## src/rtl/disaggregator.sv

```systemverilog
// Wide-to-narrow serializer: pops FETCH_WIDTH*DATA_WIDTH words, emits DATA_WIDTH slices.
// Optional DISAGGREGATOR_STATS_EN adds words_sent / wide_words_done counters.
module disaggregator #(
  parameter int DATA_WIDTH  = 8,
  parameter int FETCH_WIDTH = 4,
  parameter int CNT_WIDTH   = $clog2(FETCH_WIDTH) + 1
) (
  input  logic                              clk,
  input  logic                              rst_n,
  input  logic [FETCH_WIDTH*DATA_WIDTH-1:0] sender_data,
  input  logic                              sender_empty_n,
  output logic                              sender_deq,
  output logic [DATA_WIDTH-1:0]             receiver_data,
  input  logic                              receiver_full_n,
  output logic                              receiver_enq,
  input  logic                              change_fetch_width,
  input  logic [CNT_WIDTH-1:0]              input_fetch_width
`ifdef DISAGGREGATOR_STATS_EN
  ,
  output logic [15:0]                       words_sent,
  output logic [15:0]                       wide_words_done
`endif
);

  localparam int W = FETCH_WIDTH * DATA_WIDTH;
  localparam logic [CNT_WIDTH-1:0] FW_MAX = CNT_WIDTH'(FETCH_WIDTH);
  localparam logic [CNT_WIDTH-1:0] ONE = CNT_WIDTH'(1);

  typedef enum logic {IDLE, SEND} state_t;

  state_t               state_q, state_d;
  logic [W-1:0]         shift_q, shift_d;
  logic [CNT_WIDTH-1:0] cnt_q, cnt_d;
  logic [CNT_WIDTH-1:0] fw_q, fw_d;
  logic [CNT_WIDTH-1:0] pend_fw_q, pend_fw_d;
  logic                 pend_q, pend_d;
  logic [CNT_WIDTH-1:0] req_fw;
  logic                 last_enq;
  logic                 boundary;

  always_ff @(posedge clk or negedge rst_n) begin
    if (!rst_n) begin
      state_q   <= IDLE;
      shift_q   <= '0;
      cnt_q     <= '0;
      fw_q      <= FW_MAX;
      pend_fw_q <= FW_MAX;
      pend_q    <= 1'b0;
    end else begin
      state_q   <= state_d;
      shift_q   <= shift_d;
      cnt_q     <= cnt_d;
      fw_q      <= fw_d;
      pend_fw_q <= pend_fw_d;
      pend_q    <= pend_d;
    end
  end

  always_comb begin
    req_fw = input_fetch_width;
    if (input_fetch_width == '0 ||
        input_fetch_width > FW_MAX)
      req_fw = FW_MAX;

    receiver_enq  = (state_q == SEND) &&
                    receiver_full_n;
    last_enq      = receiver_enq &&
                    (cnt_q == fw_q - ONE);
    boundary      = (state_q == IDLE) || last_enq;
    sender_deq    = sender_empty_n && boundary;
    receiver_data = shift_q[DATA_WIDTH-1:0];

    state_d   = state_q;
    shift_d   = shift_q;
    cnt_d     = cnt_q;
    fw_d      = fw_q;
    pend_fw_d = pend_fw_q;
    pend_d    = pend_q;

    unique case (1'b1)
      sender_deq: begin
        state_d = SEND;
        shift_d = sender_data;
        cnt_d   = '0;
      end
      receiver_enq && !sender_deq: begin
        shift_d = {{DATA_WIDTH{1'b0}},
                   shift_q[W-1:DATA_WIDTH]};
        cnt_d   = cnt_q + ONE;
        if (last_enq)
          state_d = IDLE;
      end
      default: ;
    endcase

    // a fresh request at a boundary beats the older pending one
    if (boundary) begin
      if (change_fetch_width)
        fw_d = req_fw;
      else if (pend_q)
        fw_d = pend_fw_q;
      pend_d = 1'b0;
    end else if (change_fetch_width) begin
      pend_fw_d = req_fw;
      pend_d    = 1'b1;
    end
  end

`ifdef DISAGGREGATOR_STATS_EN
  always_ff @(posedge clk or negedge rst_n) begin
    if (!rst_n) begin
      words_sent      <= '0;
      wide_words_done <= '0;
    end else begin
      if (receiver_enq)
        words_sent <= words_sent + 16'd1;
      if (last_enq)
        wide_words_done <= wide_words_done + 16'd1;
    end
  end
`endif

endmodule

```

## config.mk

```make
export PLATFORM = sky130hd
export DESIGN_NAME = disaggregator
export DESIGN_NICKNAME = d
export VERILOG_FILES = /design/src/rtl/disaggregator.sv
export SDC_FILE = /design/constraint.sdc
export NUM_CORES = 1
export LEC_CHECK = 0
export CAP_MARGIN = 20
export CELL_PAD_IN_SITES_DETAIL_PLACEMENT = 0
export CELL_PAD_IN_SITES_GLOBAL_PLACEMENT = 1
export CORE_ASPECT_RATIO = 1.5
export CORE_UTILIZATION = 41
export CTS_CLUSTER_DIAMETER = 200
export DETAILED_ROUTE_END_ITERATION = 10
export PLACE_DENSITY = 0.94
export SYNTH_ARGS = -nofsm -noshare
export SYNTH_HDL_FRONTEND = slang
export SYNTH_SLANG_ARGS = --single-unit
export TNS_END_PERCENT = 20
```

## constraint.sdc

```tcl
create_clock -name clk -period 4.15 [get_ports clk]
set_input_delay 0.415 -clock clk [delete_from_list [all_inputs] [get_ports clk]]
set_output_delay 0.415 -clock clk [all_outputs]
set_load 0.05 [all_outputs]
```

# Word-level counts from Yosys, hierarchy flattened
# Index checks and enable logic that the tools add are counted.
[word_totals]
register_bits = 43
inputBits = 40
out_inout_bits = 10
[classes]
reduce_logical = 14
add_sub_neg = 2
eq_ne = 2
muxes = 9
order_cmp = 1
n_bitwise = 2
[op_table]
columns = ["operator", "count"]
rows = [
  ["$pmux W32 S2", 1],
  ["$mux W3", 3],
  ["$pmux W3 S2", 1],
  ["$reduce_and A2 Y1", 3],
  ["$reduce_bool A2 Y1", 3],
  ["$logic_and A1 B1 Y1", 4],
  ["$add A3 B1 Y3 const B", 1],
  ["$eq A3 B3 Y1", 1],
  ["$gt A3 B3 Y1 const B", 1],
  ["$logic_not A3 Y1", 1],
  ["$mux W1", 3],
  ["$sub A3 B1 Y3 const B", 1],
  ["$logic_or A1 B1 Y1", 2],
  ["$ne A2 B2 Y1 const B", 1],
  ["$not A1 Y1", 2],
  ["$pmux W1 S2", 1],
  ["$logic_not A1 Y1", 1],
]

# Longest topological paths before layout
[depth]
word_depth = 9
depth_mapped = 8

# Least setup slack after synthesis
# Ideal clock, no wire load.
[synth_path]
path_kind = "register -> output"
startpoint = "reg fw_q[0]"
endpoint = "out sender_deq"
path_slack_ns = 1.768
t_arrival_ns = 1.967
stages_incl_launch_ff = 8
t_required_ns = 3.735
path_cell_list = "dfrtp_1 inv_1 ha_1 xor3_1 o41ai_4 and2_1 buf_2 buf_4"
[synth_between]
elab_chain_cells = 5
[synth_lines]
columns = ["element", "line", "source"]
rows = [
  ["start, declared", "34", "logic [CNT_WIDTH-1:0] fw_q, fw_d;"],
  ["start signal, assigned", "53", "fw_q <= fw_d;"],
  ["$sub A3 B1 Y3", "68", "(cnt_q == fw_q - ONE);"],
  ["$eq A3 B3 Y1", "68", ""],
  ["$logic_and A1 B1 Y1", "67", "last_enq = receiver_enq &&"],
  ["$logic_or A1 B1 Y1", "69", "boundary = (state_q == IDLE) || last_enq;"],
  ["$logic_and A1 B1 Y1", "70", "sender_deq = sender_empty_n && boundary;"],
  ["end, declared", "12", "output logic sender_deq,"],
]
# Every way passes these cells.

# Worst setup path after layout
# Same ends and word-level chain as after synthesis.

==> metrics.md <==
| Metric | Value |
|---|---|
| Status | finished, final reports clean |
| DR pass1 iterations | 4 |
| Initial antenna violation count | 0 |
| Metal2 WL | 2110 um |
| Maxcap violations | 0 |
| Gr usage total | 17.6% |
| Static Leak | between 1 and 1.5 nW |
| First-pass GRT wire length | 7340 um |
| Clock-pin slew on the worst setup and hold paths | approximately 0.090 ns |
| Die area | 5480 um2 |
| Crit-path cells | inv_1 > ha_1 > xor3_1 > o41ai_4 > buf_4 > and2_1 > buf_12 |
| Synth unique cells | 26 |
| Cell taking the most area after synthesis | dfrtp_1 |
| Syn Inst Count | 210 |
| Antenna-violating nets left | 0 |
| # hold bufs at CTS | 0 |
| DRC viols | 0 |
| Final Core Density | 55.1% |
| Critical-path top delay cell | xor3_1 |
| Core area | 4890 um2 |
| Hold Path Class | primary input to async pin |
| Post-synth top cells | dfrtp_1, nand3_1, mux2i_1 |
| Post_cts resized | 0 |
| Final hold violations | 0 |
| Number of global-route vias before repair | 1714 |
| Synth Net Count | 253 |
| Worst Skew | ~0.010 ns |
| Worst EP arrival | between 2 and 3 ns |
| Mapped Area | 2120 um2 |
| H-Tree Depth | 2 |
| Required time of the critical path | around 3.7 ns |
| Diodes inserted | 0 |
| Main synth FF type | dfrtp_1 |
| Vias | approximately 1600 |
| Overflow after GRT | 0 |
| Nets | 289 |
| DR WL met3 | between 150 and 200 um |
| Ranking of synthesized cells by area | dfrtp_1, mux2i_1, nand3_1 |
| Layout cell share with drive strength beyond 1 | 8.10% |
| DR top layer | met4 |
| Count leader, synth | dfrtp_1 |
| Yosys warning total | 0 |
| CP Class | flop to output pin |
| Maximum vdd drop | 484 uV |
| Root Buffer | clkbuf_8 |
| M1 WL | 1800 um |
| Initial Utilization | 43.4% |
| Fin Setup TNS | 0 ns |
| CP max stage delay | 0.45 ns |
| RSZ-0062 raised after global routing | false |
| Pin count of the biggest net entering global routing | 44 |
| PwrDens | 657 nW/um2 |
| Fin. max-slew vios | 0 |
| PortBufs | 49 |
| Post-CTS Setup Repair Bufs | 0 |
| Vias/cell | 5.10 |
| Post-route minimum period | 2.95 ns |
| Relative slew slack | between 30% and 40% |
| Number of flops mapped to enable cells by yosys | 0 |
| Worst-margin pin slew | 0.942 ns |
| Yosys top cell area share | 48.3% |
| Crit path max fanout | between 40 and 50 |
| DRT iter0 DRCs | 46 |
| Count of buffer and inverter cells on the critical path | 3 |
| CP delay by family, top | buffers and inverters |
| Die W | 60.8 um |
| WL/cell | 13.2 um |
| Inserted Clock Buffers | 5 |
| Wirelength, routed | 4140 um |
| TritonCTS sink count | 43 |
| CTS Buffer Depth | 2 |
| I/O pin count | 50 |
| CP startpoint kind | flop |
| Final setup violation count | 0 |
| Crit path capture type | output pin |
| CTS tree | done |
| Worst skew pair latency | 0.30 ns |
| Register bit total from synthesis | 43 |
| Number of placement rows | 31 |
| Die extent in y | about 90 um |
| DP HPWL | about 2900 um |
| Seq/Total Area, Yosys | 50.8% |
| Post-Syn Area per Cell | between 10 and 15 um2 |
| Synth async-reset ratio | 100% |
| Fillers | 467 |
| Routability Congestion | 0.736 |
| Fin crit share | 71.1% |
| Max Clk Rate | roughly 0.34 GHz |
| Layout area overhead | 26.9% |
final timing paths:
kind                        startpoint           to  slack, ns  cells past startpoint
max                            fw_q[0]   sender_deq       1.20                      7
min                              rst_n   shift_q[9]       0.26                      1
max reg2reg                    fw_q[0]  shift_q[20]       1.49                      8
min reg2reg                shift_q[29]  shift_q[29]       0.50                      2
max in group asynchronous        rst_n      state_q       3.30                      1
min in group clk           shift_q[29]  shift_q[29]       0.50                      2
cells by family (layout without fill, tap and decap cells):
family,Yosys count,in the layout,share of synthesized area (%)
flops,43,43,50.8
compound gates,38,38,11.1
fa+ha+maj,3,3,1.77
simple gates,68,68,15.1
xor+xnor,5,5,2.77
mux,24,24,11.3
buf+inv,29,66,7.13
stage by stage:
step	total power [mW]	instances	area, um2	hold WS [ns]	worst slack, ns
global route	1.91	313	2690	0.341	1.06
floorplan	1.33	210	2120	0.119	1.77
detailed placement	1.52	305	2600	0.488	1.44
global placement	1.49	305	2600	0.482	1.45
CTS	1.79	313	2690	0.284	1.17
finish	1.77	313	2690	0.264	1.20
power by group:
group	switching (mW)	leakage, nW	internal [mW]
clock	0.146	0.0408	0.120
sequential	0.0920	0.556	0.578
combinational	0.484	0.636	0.348
total	0.722	1.23	1.05
cell type report:
cell class | count | area, um2 | area share [%]
Clock buffer | 5 | 68.8 | 2.55
Clock inverter | 3 | 23.8 | 0.882
Inverter | 5 | 18.8 | 0.697
Multi-Input combinational cell | 138 | 896 | 33.3
Sequential cell | 43 | 1080 | 40.0
Tap cell | 66 | 82.6 | 3.07
Timing Repair Buffer | 53 | 526 | 19.5
flip-flops by register name, indices dropped and copies added (netlist names):
register   flops
pend_q         1
state_q        1
cnt_q          3
shift_q       32
fw_q           3
pend_fw_q      3
layout by cell type (no fill, tap or decap), types with 2 or more instances in the layout:
cell / Yosys / final
nor2_1: 8 / 8
inv_1: 5 / 5
a2bb2oi_1: 2 / 2
ha_1: 3 / 3
clkdlybuf4s50_1: 0 / 47
xnor2_1: 3 / 3
nand2b_1: 3 / 3
clkbuf_8: 0 / 5
clkinvlp_4: 0 / 2
or2_2: 2 / 2
o21ai_1: 16 / 16
dfrtp_1: 41 / 41
a22o_1: 2 / 2
buf_4: 10 / 4
mux2i_1: 24 / 24
nand3_1: 40 / 40
nand2_1: 13 / 12
o21ai_0: 15 / 15
dfstp_2: 2 / 2
metal layers:
layer,global-route usage (%),vias to the layer above
li1,-,791
met1,21.9,765
met2,28.7,34
met3,4.32,5
met4,7.01,0
met5,0,-
Power figures use the tool's default switching activity.
